`config.mk`:
```
export PLATFORM = sky130hd
export DESIGN_NAME = jk_sync_counter
export DESIGN_NICKNAME = d
export VERILOG_FILES = /design/src/rtl/seq_lib_pkg.sv /design/src/rtl/jk_cell.sv /design/src/rtl/jk_sync_counter.sv
export SDC_FILE = /design/constraint.sdc
export NUM_CORES = 1
export LEC_CHECK = 0
export ABC_AREA = 1
export ABC_CLOCK_PERIOD_IN_PS = 2450
export CELL_PAD_IN_SITES_DETAIL_PLACEMENT = 1
export CELL_PAD_IN_SITES_GLOBAL_PLACEMENT = 2
export CORE_MARGIN = 2
export CORE_UTILIZATION = 23
export CTS_CLUSTER_SIZE = 40
export DETAILED_ROUTE_END_ITERATION = 6
export MAX_ROUTING_LAYER = met4
export PLACE_DENSITY = 0.78
export SYNTH_ARGS = -nofsm -noshare
export SYNTH_HDL_FRONTEND = slang
export SYNTH_SLANG_ARGS = --single-unit
```
`constraint.sdc`:
```
create_clock -name clk -period 2.45 [get_ports clk]
set_input_delay 0.49 -clock clk [delete_from_list [all_inputs] [get_ports clk]]
set_output_delay 0.49 -clock clk [all_outputs]
set_load 0.01 [all_outputs]
```
`src/rtl/seq_lib_pkg.sv`:
```
// Shared constants for the sequential-circuits library.
// Holds the JK command encodings and the counter direction codes.
package seq_lib_pkg;
    localparam logic [1:0] JK_HOLD = 2'b00;
    localparam logic [1:0] JK_RST  = 2'b01;
    localparam logic [1:0] JK_SET  = 2'b10;
    localparam logic [1:0] JK_TGL  = 2'b11;

    localparam logic DIR_DN = 1'b0;
    localparam logic DIR_UP = 1'b1;
endpackage

```
`src/rtl/jk_cell.sv`:
```
// Single JK flip-flop with asynchronous active-high reset.
// It is the only storage element of the counter bank.
module jk_cell
    import seq_lib_pkg::*;
(
    input  logic clk,
    input  logic rst,
    input  logic j,
    input  logic k,
    output logic q
);

    always_ff @(posedge clk or posedge rst) begin
        if (rst) begin
            q <= 1'b0;
        end else begin
            case ({j, k})
                JK_HOLD: q <= q;
                JK_RST:  q <= 1'b0;
                JK_SET:  q <= 1'b1;
                default: q <= ~q;
            endcase
        end
    end

endmodule

```
`src/rtl/jk_sync_counter.sv`:
```
// Up/down counter with modulus, wrap/saturate, load and raw JK modes.
// Every bit of q lives in a jk_cell; this module only forms the J/K drive.
module jk_sync_counter
    import seq_lib_pkg::*;
#(
    parameter int WIDTH    = 4,
    parameter int MAX_VAL  = 2**WIDTH - 1,
    parameter bit SATURATE = 1'b0
) (
    input  logic             clk,
    input  logic             rst,
    input  logic             en,
    input  logic             up,
    input  logic             load,
    input  logic [WIDTH-1:0] load_val,
    input  logic             raw,
    input  logic [WIDTH-1:0] j,
    input  logic [WIDTH-1:0] k,
    output logic [WIDTH-1:0] q,
    output logic             tc,
    output logic             wrap
);

    localparam logic [WIDTH-1:0] MAXV = WIDTH'(MAX_VAL);

    logic [WIDTH-1:0] n_p0;
    logic [WIDTH-1:0] jc_p0;
    logic [WIDTH-1:0] kc_p0;
    logic             raw_sel_p0;
    logic             wrap_p0;

    // Stage p0: target value and J/K drive, priority load > raw > count > hold
    always_comb begin
        n_p0    = q;
        wrap_p0 = 1'b0;
        if (load) begin
            n_p0 = (load_val > MAXV) ? MAXV : load_val;
        end else if (raw) begin
            n_p0 = q;
        end else if (en) begin
            if (up == DIR_UP) begin
                if (q < MAXV) begin
                    n_p0 = q + 1'b1;
                end else if (!SATURATE) begin
                    n_p0    = '0;
                    wrap_p0 = 1'b1;
                end
            end else begin
                // Out-of-range values fold back to the terminal count without a wrap
                if (q > MAXV) begin
                    n_p0 = MAXV;
                end else if (q != '0) begin
                    n_p0 = q - 1'b1;
                end else if (!SATURATE) begin
                    n_p0    = MAXV;
                    wrap_p0 = 1'b1;
                end
            end
        end
    end

    assign raw_sel_p0 = raw && !load;
    assign jc_p0      = raw_sel_p0 ? j : (n_p0 & ~q);
    assign kc_p0      = raw_sel_p0 ? k : (~n_p0 & q);

    // Stage p1: flop bank and wrap pulse register
    for (genvar i = 0; i < WIDTH; i++) begin : g_cell
        jk_cell u_cell (
            .clk (clk),
            .rst (rst),
            .j   (jc_p0[i]),
            .k   (kc_p0[i]),
            .q   (q[i])
        );
    end

    always_ff @(posedge clk or posedge rst) begin
        if (rst) begin
            wrap <= 1'b0;
        end else begin
            wrap <= wrap_p0;
        end
    end

    assign tc = (up == DIR_UP) ? (q == MAXV) : (q == '0);

endmodule

```
==> impl_metrics.py, run 1 <==
metrics = {
    "run_status": {
        "outcome": "complete, no violations",
    },
    "timing": {
        "setup_viol": 0,
        "tightest_slew_ps": 333,
        "max_freq_ghz": 0.463,
        "whs_ps": 456,
        "rsz0062_at_grt": "no",
        "slew_violations": 0,
        "hold_viol_final": 0,
        "setup_tns_ps": 0,
        "fin_skew_ps": 2.81,
        "slew_headroom_pct": 77.8,
        "timing.final.crit_share_pct": 88.1,
        "period_minus_slack_ps": 2160,
    },
    "worst_setup_path": {
        "cp_cell_sequence": "inv_2 > ha_1 > inv_1 > nor2_1 > nand3_1 > nand2_1 > nand2_1 > nand2_2 > o21ai_1 > a21boi_1 > ha_1 > a21oi_1 > o21ai_0",
        "worstSetupPathType": "register to register",
        "cp_slowest_cell": "dfrtp_2",
        "r2r_slack_ps": 290,
        "rr_worst_depth": 13,
        "cp-end-kind": "register",
        "rr_startpoint": "g_cell[0].u_cell.q$_DFFE_PP0P_",
        "cp-start-kind": "register",
        "r2r-end": "g_cell[0].u_cell.q$_DFFE_PP0P_",
        "required_ps": 2580,
        "arrival_ps": 2280,
        "critical_path.max_stage_delay_ps": 460,
        "worst-path-max-fanout": 8,
    },
    "yosys": {
        "synth_nets": 145,
        "ys_ff_latch": 5,
        "synthDominantCellAreaShare_pct": 16.4,
        "ys_seq_area_share_pct": 16.4,
        "yosys.area.top_type": "dfrtp_1",
        "ys_warn_count": 0,
        "syn_area_um2": 762,
        "async_flop_share_pct": 100,
        "synth_edf_count": 0,
        "synthFlopType": "dfrtp_1",
        "syn-instance-count": 117,
        "synth.area.top_cells": "dfrtp_1 (16%), ha_1 (16%), nand2_1 (13%)",
        "ys_types": 24,
        "postSynthAreaPerCell_um2": 6.51,
    },
    "clocking": {
        "cts_made_buffers": 3,
        "postCtsHoldBufs": 0,
        "clkSinkCount": 5,
        "clk_path_buf_depth": 2,
        "clk_latency_ps": 250,
        "cts_tree": "done",
        "htree_levels": 1,
        "cts_root_buf": "clkbuf_4",
        "clkSlewWorstSetupHoldPaths_ps": 50,
    },
    "detailed_routing": {
        "initialDrtViolationCount": 5,
        "drc": 0,
        "drt_wl_total_um": 2150,
        "ant_nets": 0,
        "vias": 825,
        "firstDrtPassIters": 3,
        "wl_per_cell_um": 11.4,
        "viasPerCell": 4.37,
    },
    "cells_and_area": {
        "utilization_pct": 35.2,
        "design_area_um2": 1090,
        "final_cell_mix": "nand2_1 (26), clkdlybuf4s50_1 (22), inv_2 (12)",
        "synthToLayoutAreaGrowth_pct": 43.2,
        "final_common_cell": "nand2_1",
        "diodes": 0,
        "drive_gt1_share_pct": 24.1,
        "finalNetCount": 174,
    },
    "placed_design": {
        "io_buffer_count": 23,
        "place_area_um2": 1030,
        "gp_congestion": 0.825,
        "dpl.hpwl_um": 1760,
    },
    "global_routing": {
        "grt_max_degree": 11,
        "antenna_found_initial": 0,
        "grt_overflow": 0,
        "first_global_vias": 848,
        "track_usage_pct": 12.7,
        "grt_pass1_wl_um": 3470,
    },
    "floorplanning": {
        "row_count": 20,
        "core_um2": 3100,
        "dieArea_um2": 3790,
        "initial_core_util_pct": 24.6,
        "die_x_um": 61.6,
        "ioPinCount": 24,
        "die_h_um": 61.6,
    },
    "pwr": {
        "pwr_density_cell_nw_per_um2": 883,
        "fin_total_pwr_uw": 964,
        "ir_drop_mv": 0.223,
        "leakagePower_nw": 0.536,
    },
    "hold_path": {
        "min_path_type": "primary input to asynchronous set/reset pin",
    },
    "run": {
        "drv_cap": 0,
    },
}
-- cell type report --
cell class                 instances  area, µm²
clock buffer                       4       26.3
fill                             424       2010
tap                               44       55.1
multi-input combinational         87        526
timing repair buffer              30        285
sequential                         5        128
inverter                          19       71.3
-- flip-flops by register name (all words and copies together), names as in the netlist --
| name | flops |
|---|---|
| g_cell.u_cell.q | 4 |
| wrap | 1 |
-- cells in the mapped netlist, types with 2 or more instances --
cell type,number
a21oi_1,11
buf_2,2
buf_4,4
dfrtp_1,5
ha_1,10
inv_1,7
inv_2,12
nand2_1,26
nand2_2,5
nand3_1,6
nor2_1,8
nor2_2,2
o21ai_0,4
o21ai_1,4
xor2_1,2
-- metrics by stage --
stage	worst slack (ps)	cells
after floorplan	438	117
after global placement	82.3	181
after detailed placement	42.9	181
after CTS	1.93	185
after global routing	106	189
final	292	189
-- routing by layer --
metal / vias up / wire (µm) / share of wire, % / track usage (%)
li1: 426 / - / - / -
met1: 380 / 973 / 45 / 13.5
met2: 19 / 1080 / 50 / 24.4
met3: 0 / 100 / 4.6 / 3.15
met4: 0 / 0 / 0 / 0.912
met5: - / 0 / 0 / -
-- critical path: cells and delay by family (launching register included) --
family	cells	cell delay, ps
DFF	1	460
AOI/OAI and AO/OA	4	500
and+or+nand+nor	5	470
adders and majority gates	2	440
buffers and inverters	2	170
-- report_power, final --
part / leakage [nW] / total (mW) / switching [mW] / internal (mW)
registers: 0.0605 / 0.200 / 0.0783 / 0.121
clock network: 0.0150 / 0.0987 / 0.0370 / 0.0618
logic: 0.461 / 0.665 / 0.355 / 0.311
-- how the worst max path moves through the flow --
stage                                           endpoint  slack [ps]  cells after the start                            from
after detailed placement  g_cell[1].u_cell.q$_DFFE_PP0P_          40                     11                              up
final                     g_cell[0].u_cell.q$_DFFE_PP0P_         290                     13  g_cell[0].u_cell.q$_DFFE_PP0P_
after floorplan           g_cell[1].u_cell.q$_DFFE_PP0P_         440                     12  g_cell[0].u_cell.q$_DFFE_PP0P_
after global routing      g_cell[3].u_cell.q$_DFFE_PP0P_         110                     14  g_cell[0].u_cell.q$_DFFE_PP0P_
after global placement    g_cell[0].u_cell.q$_DFFE_PP0P_          80                     13                              up
after CTS                                             tc           2                      7  g_cell[1].u_cell.q$_DFFE_PP0P_
-- timing repair --
action / CTS / global route
setup buffers: 0 / 4
gates resized for setup: 1 / 2
setup endpoints to repair: 1 / 2
-- cell families (layout without fill, tap and decap cells) --
family	count (synthesis)	in the layout	share of synthesized area, %
compound gates	23	23	17.1
fa+ha+maj	10	10	16.4
buf+inv	25	53	14.6
simple gates	52	52	33.2
flops	5	5	16.4
xor+xnor	2	2	2.30
(Power assumes the default switching activity.)
==> inputs of run 2 (changes only) <==
--- a/config.mk
+++ b/config.mk
@@ -9,10 +9,12 @@
 export ABC_CLOCK_PERIOD_IN_PS = 2450
 export CELL_PAD_IN_SITES_DETAIL_PLACEMENT = 1
 export CELL_PAD_IN_SITES_GLOBAL_PLACEMENT = 2
+export CORE_ASPECT_RATIO = 2
 export CORE_MARGIN = 2
 export CORE_UTILIZATION = 23
 export CTS_CLUSTER_SIZE = 40
 export DETAILED_ROUTE_END_ITERATION = 6
+export GPL_ROUTABILITY_DRIVEN = 0
 export MAX_ROUTING_LAYER = met4
 export PLACE_DENSITY = 0.78
 export SYNTH_ARGS = -nofsm -noshare
==> run 2 against run 1 <==
  * Via count grew 0.12%
  * Routed wire length grew 1.1%
  * Sequential cell count is the same
  * Global-route usage grew 1.3 points
  * Fmax shrank 8.3%
  * Clock skew shrank 1.6 ps
  * Register-to-register slack gained 30 ps
  * First-iteration DRC count shrank 20%
  * Clock-buffer cell count is the same
  * Largest power group unchanged
  * Non-clock buffer count shrank 3
  * Combinational power shrank 4.5%
  * Power grew 2.4%
==> impl_metrics.py, run 2 (synthesis results as in run 1) <==
metrics = {
    "run_status": {
        "outcome": "complete, no violations",
    },
    "cells_and_area": {
        "final_cell_mix": "nand2_1 (26), clkdlybuf4s50_1 (23), inv_2 (13)",
        "diodes": 0,
        "finalNetCount": 171,
        "drive_gt1_share_pct": 23.9,
        "synthToLayoutAreaGrowth_pct": 40.6,
        "largest_reg_flops": 4,
        "final_common_cell": "nand2_1",
        "reg_top3": "g_cell.u_cell.q (4), wrap (1)",
        "fillers": 394,
        "top_register": "g_cell.u_cell.q",
    },
    "detailed_routing": {
        "vias": 826,
        "viasPerCell": 4.77,
        "drc": 0,
        "firstDrtPassIters": 4,
        "wl_per_cell_um": 12.6,
        "ant_nets": 0,
        "drt_wl_total_um": 2180,
        "initialDrtViolationCount": 4,
    },
    "placed_design": {
        "dpl.hpwl_um": 1930,
        "io_buffer_count": 23,
    },
    "clocking": {
        "htree_levels": 1,
        "clk_path_buf_depth": 2,
        "clkSinkCount": 5,
        "post_cts_buffers": 0,
        "cts_tree": "done",
        "cts_made_buffers": 3,
        "clk_latency_ps": 220,
        "cts_root_buf": "clkbuf_8",
        "postCtsHoldBufs": 0,
        "cts_resized": 0,
        "clkSlewWorstSetupHoldPaths_ps": 30,
    },
    "worst_setup_path": {
        "cp-start-kind": "primary input",
        "worstSetupPathType": "primary input to output pin",
        "rr_startpoint": "g_cell[1].u_cell.q$_DFFE_PP0P_",
        "r2r-end": "g_cell[0].u_cell.q$_DFFE_PP0P_",
        "r2r_slack_ps": 320,
        "cp-end-kind": "output pin",
        "rr_worst_depth": 14,
        "required_ps": 1960,
        "worst-path-max-fanout": 4,
        "arrival_ps": 1860,
    },
    "timing": {
        "hold_viol_final": 0,
        "whs_ps": 492,
        "period_minus_slack_ps": 2350,
        "tightest_slew_ps": 339,
        "max_freq_ghz": 0.425,
        "slew_headroom_pct": 77.4,
        "rsz0062_at_grt": "no",
        "timing.final.crit_share_pct": 96.1,
        "fin_skew_ps": 1.23,
        "setup_tns_ps": 0,
        "slew_violations": 0,
        "setup_viol": 0,
    },
    "global_routing": {
        "grt_overflow": 0,
        "track_usage_pct": 14.0,
        "antenna_found_initial": 0,
        "grt_pass1_wl_um": 3910,
        "first_global_vias": 885,
        "grt_max_degree": 10,
    },
    "pwr": {
        "fin_total_pwr_uw": 987,
        "ir_drop_mv": 0.411,
        "pwr_density_cell_nw_per_um2": 922,
        "leakagePower_nw": 0.511,
    },
    "floorplanning": {
        "die_h_um": 85.4,
        "core_um2": 3160,
        "ioPinCount": 24,
        "dieArea_um2": 3820,
        "initial_core_util_pct": 24.1,
        "die_x_um": 44.7,
        "row_count": 29,
    },
    "run": {
        "drv_cap": 0,
    },
    "hold_path": {
        "min_path_type": "primary input to asynchronous set/reset pin",
    },
}
[run 2: cell types whose count changed in the layout (fill, tap and decap cells not counted)]
cell	change
buf_4	-3
clkbuf_4	-3
clkbuf_8	+3
clkdlybuf4s50_1	+1
dlymetal6s2s_1	-1
inv_1	-1
inv_2	+1
nor2_1	-1
nor2_2	+1
[run 2: final cells by class]
cell class	count	area [µm²]	area share, %
Multi-Input combinational cell	87	528	49.3
Timing Repair Buffer	27	260	24.3
Sequential cell	5	128	11.9
Inverter	19	71.3	6.66
Clock buffer	4	45.0	4.21
Tap cell	31	38.8	3.62
[run 2: how the worst max path moves through the flow]
stage                                              start                              to  slack (ps)  cells past startpoint
after floorplan           g_cell[0].u_cell.q$_DFFE_PP0P_  g_cell[1].u_cell.q$_DFFE_PP0P_         440                     12
after global placement                                up                              tc          80                      6
after detailed placement                            load  g_cell[0].u_cell.q$_DFFE_PP0P_          20                     10
after CTS                 g_cell[1].u_cell.q$_DFFE_PP0P_                              tc          40                      7
after global routing                                  up  g_cell[2].u_cell.q$_DFFE_PP0P_           5                     12
final                                                 up                              tc         100                      6
[run 2: metrics by stage]
stage / instance area [µm²] / setup WS (ps) / utilization (%) / cells
2_1_floorplan: 762 / 438 / - / 117
4_1_cts: 1070 / 39.4 / 33.8 / 173
3_5_place_dp: 1020 / 17.2 / 32.3 / 169
5_1_grt: 1070 / 5.16 / 33.9 / 173
6_report: 1070 / 95.3 / 33.9 / 173
3_3_place_gp: 1020 / 84.8 / 32.3 / 169
[run 2: worst max-delay path, cell delays in order]
cell and delay, ps:
clkdlybuf4s50_1 420, buf_4 160, inv_2 60, nand3_1 100, nand2_1 100, clkdlybuf4s50_1 530
[run 2: metal layers]
metal  GRT usage [%]  wire, µm
met5               -         0
met4            7.44        48
met3           0.638        44
met2            24.9      1300
met1            14.5       779
[run 2: where the power goes]
| group | leakage (nW) | switching, mW | internal [mW] | total [mW] |
|---|---|---|---|---|
| combinational | 0.428 | 0.348 | 0.287 | 0.635 |
| clock | 0.0228 | 0.0387 | 0.112 | 0.150 |
| sequential | 0.0605 | 0.0800 | 0.122 | 0.202 |
| total | 0.511 | 0.467 | 0.521 | 0.987 |
==> inputs of run 3 (changes only) <==
--- a/config.mk
+++ b/config.mk
@@ -5,16 +5,16 @@
 export SDC_FILE = /design/constraint.sdc
 export NUM_CORES = 1
 export LEC_CHECK = 0
-export ABC_AREA = 1
 export ABC_CLOCK_PERIOD_IN_PS = 2450
 export CELL_PAD_IN_SITES_DETAIL_PLACEMENT = 1
 export CELL_PAD_IN_SITES_GLOBAL_PLACEMENT = 2
 export CORE_ASPECT_RATIO = 2
 export CORE_MARGIN = 2
-export CORE_UTILIZATION = 23
+export CORE_UTILIZATION = 25
 export CTS_CLUSTER_SIZE = 40
 export DETAILED_ROUTE_END_ITERATION = 6
 export GPL_ROUTABILITY_DRIVEN = 0
+export HOLD_SLACK_MARGIN = 0.12
 export MAX_ROUTING_LAYER = met4
 export PLACE_DENSITY = 0.78
 export SYNTH_ARGS = -nofsm -noshare
==> constraint.sdc (replaced) <==
create_clock -name clk -period 2.45 [get_ports clk]
set_input_delay 0.49 -clock clk [delete_from_list [all_inputs] [get_ports clk]]
set_output_delay 0.49 -clock clk [all_outputs]
set_load 0.1 [all_outputs]
==> run 3 against run 2 <==
  * Routed wire length decreased by 0.14%
  * Sequential cell count unchanged
  * Global-route usage fell by 0.26 points
  * Fmax rose by 0.18%
  * Die area is 10% lower
  * Synthesized cell count decreased by 25%
  * Clock power up 5%
  * Sequential power is 22% lower
  * Cell area increased by 2.2%
  * First-iteration DRC count grew to 2.5 times the previous value
==> impl_metrics.py, run 3 <==
metrics = {
    "yosys": {
        "synth_edf_count": 0,
        "synthFlopType": "dfrtp_1",
        "synth_nets": 116,
        "ys_seq_area_share_pct": 17.0,
        "ys_warn_count": 0,
        "synthDominantCellAreaShare_pct": 17.0,
        "ys_ff_latch": 5,
        "ys_top_cells_by_count": "ha_1 (10), buf_2 (6), nand2_1 (6), nor3b_1 (6), dfrtp_1 (5)",
        "syn_area_um2": 737,
        "yosysMostFrequentCell": "ha_1",
        "synth.area.top_cells": "dfrtp_1 (17%), ha_1 (17%), nor3b_1 (6.1%)",
        "postSynthAreaPerCell_um2": 8.37,
        "yosys.area.top_type": "dfrtp_1",
        "syn-instance-count": 88,
        "async_flop_share_pct": 100,
        "ys_types": 36,
    },
    "floorplanning": {
        "dieArea_um2": 3420,
        "die_h_um": 80.8,
        "initial_core_util_pct": 26.6,
        "die_x_um": 42.4,
        "ioPinCount": 24,
        "row_count": 27,
        "core_um2": 2770,
    },
    "worst_setup_path": {
        "arrival_ps": 2450,
        "required_ps": 2550,
        "cp-start-kind": "primary input",
        "worstSetupPathType": "primary input to register",
        "worst-path-max-fanout": 4,
        "cp-end-kind": "register",
    },
    "detailed_routing": {
        "initialDrtViolationCount": 10,
        "vias": 757,
        "firstDrtPassIters": 3,
        "viasPerCell": 5.15,
        "ant_nets": 0,
        "wl_per_cell_um": 14.8,
        "drt_wl_total_um": 2170,
        "drc": 0,
    },
    "cells_and_area": {
        "drive_gt1_share_pct": 25.4,
        "final_cell_mix": "buf_4 (19), clkdlybuf4s50_1 (16), ha_1 (10)",
        "top_register": "g_cell.u_cell.q",
        "instances_no_fill": 147,
        "design_area_um2": 1090,
        "largest_reg_flops": 4,
        "reg_top3": "g_cell.u_cell.q (4), wrap (1)",
        "finalNetCount": 147,
        "final_common_cell": "buf_4",
        "synthToLayoutAreaGrowth_pct": 48.6,
        "diodes": 0,
    },
    "pwr": {
        "fin_total_pwr_mw": 1.19,
        "pwr_density_cell_nw_per_um2": 1090,
        "leakagePower_nw": 0.474,
        "ir_drop_mv": 0.479,
    },
    "timing": {
        "slew_violations": 0,
        "max_freq_ghz": 0.425,
        "setup_viol": 0,
        "tightest_slew_ps": 343,
        "hold_viol_final": 0,
        "slew_headroom_pct": 76.8,
        "fin_skew_ps": 2.14,
        "timing.final.crit_share_pct": 95.9,
        "setup_ws_ps": 99.6,
        "rsz0062_at_grt": "no",
        "period_minus_slack_ps": 2350,
    },
    "clocking": {
        "cts_root_buf": "clkbuf_8",
        "clk_path_buf_depth": 2,
        "cts_resized": 0,
        "clkSinkCount": 5,
        "postCtsHoldBufs": 0,
        "cts_tree": "done",
        "clkSlewWorstSetupHoldPaths_ps": 40,
        "clk_latency_ps": 220,
        "cts_made_buffers": 3,
        "post_cts_buffers": 0,
        "htree_levels": 1,
    },
    "global_routing": {
        "antenna_found_initial": 0,
        "track_usage_pct": 13.8,
        "grt_max_degree": 11,
        "first_global_vias": 788,
        "grt_pass1_wl_um": 3510,
        "grt_overflow": 0,
    },
    "run_status": {
        "outcome": "complete, no violations",
    },
    "placed_design": {
        "place_area_um2": 1030,
        "io_buffer_count": 23,
        "pre_cts_ws_ps": -131,
        "dpl.hpwl_um": 1830,
        "dp.cells": 143,
    },
    "run": {
        "drv_cap": 0,
    },
    "hold_path": {
        "min_path_type": "primary input to asynchronous set/reset pin",
    },
}
-- run 3: changes by cell type after synthesis, sizes merged, moves of 4 or more --
cell / previous run / this run
nor3b: 1 / 6
nand3: 7 / 2
a21oi: 11 / 0
nor2: 10 / 4
nand2: 31 / 6
inv: 19 / 4
o21ai: 8 / 4
buf: 6 / 11
-- run 3: final timing paths --
kind | from | end | slack [ps] | cells after the start
setup reg to reg | g_cell[1].u_cell.q$_DFFE_PP0P_ | g_cell[1].u_cell.q$_DFFE_PP0P_ | 240 | 8
hold reg to reg | g_cell[0].u_cell.q$_DFFE_PP0P_ | g_cell[0].u_cell.q$_DFFE_PP0P_ | 620 | 2
min in group clk | g_cell[0].u_cell.q$_DFFE_PP0P_ | g_cell[0].u_cell.q$_DFFE_PP0P_ | 620 | 2
hold / removal | rst | g_cell[3].u_cell.q$_DFFE_PP0P_ | 490 | 2
setup / recovery | en | g_cell[1].u_cell.q$_DFFE_PP0P_ | 100 | 7
max in group asynchronous | rst | g_cell[0].u_cell.q$_DFFE_PP0P_ | 1770 | 2
-- run 3: cells by family after synthesis --
family	count (synthesis)	synth area share, %
adders and majority gates	10	17.0
and+or+nand+nor	29	22.9
xor gates and xnor gates	1	1.19
AOI/OAI and AO/OA	25	26.0
muxes	3	4.24
buffers and inverters	15	11.7
DFF	5	17.0
-- run 3: cell type report --
class	instances	area, µm²
multi-input cells	68	538
repair buffers	37	335
inverters	4	15.0
fillers	343	1680
flip-flops and latches	5	125
clock buffers	4	45.0
well taps	29	36.3
-- run 3: power breakdown --
| part | total (mW) | switching [mW] | internal (mW) |
|---|---|---|---|
| Clock | 0.157 | 0.0449 | 0.112 |
| Sequential | 0.157 | 0.0392 | 0.118 |
| Combinational | 0.876 | 0.556 | 0.320 |
-- run 3: worst max-delay path, cell delays in order --
cell and delay [ps]:
clkdlybuf4s50_1 470, or3b_4 420, o22ai_1 200, a22oi_1 140, ha_1 320, nor3b_1 140, a221o_1 260
-- run 3: layer usage --
metal  share of wire [%]  global-route usage, %
met4                0.83                   5.63
met3                 3.5                   1.33
met5                   0                      -
met1                  39                   13.7
met2                  57                   26.5
-- run 3: per-stage QoR --
step / setup TNS (ps) / util [%] / hold slack, ps
finish: 0 / 39.5 / 488
global route: 0 / 39.5 / 518
CTS: 0 / 39.0 / 496
detailed placement: -441 / 37.4 / 620
global placement: -177 / 37.4 / 590
floorplan: 0 / - / 269
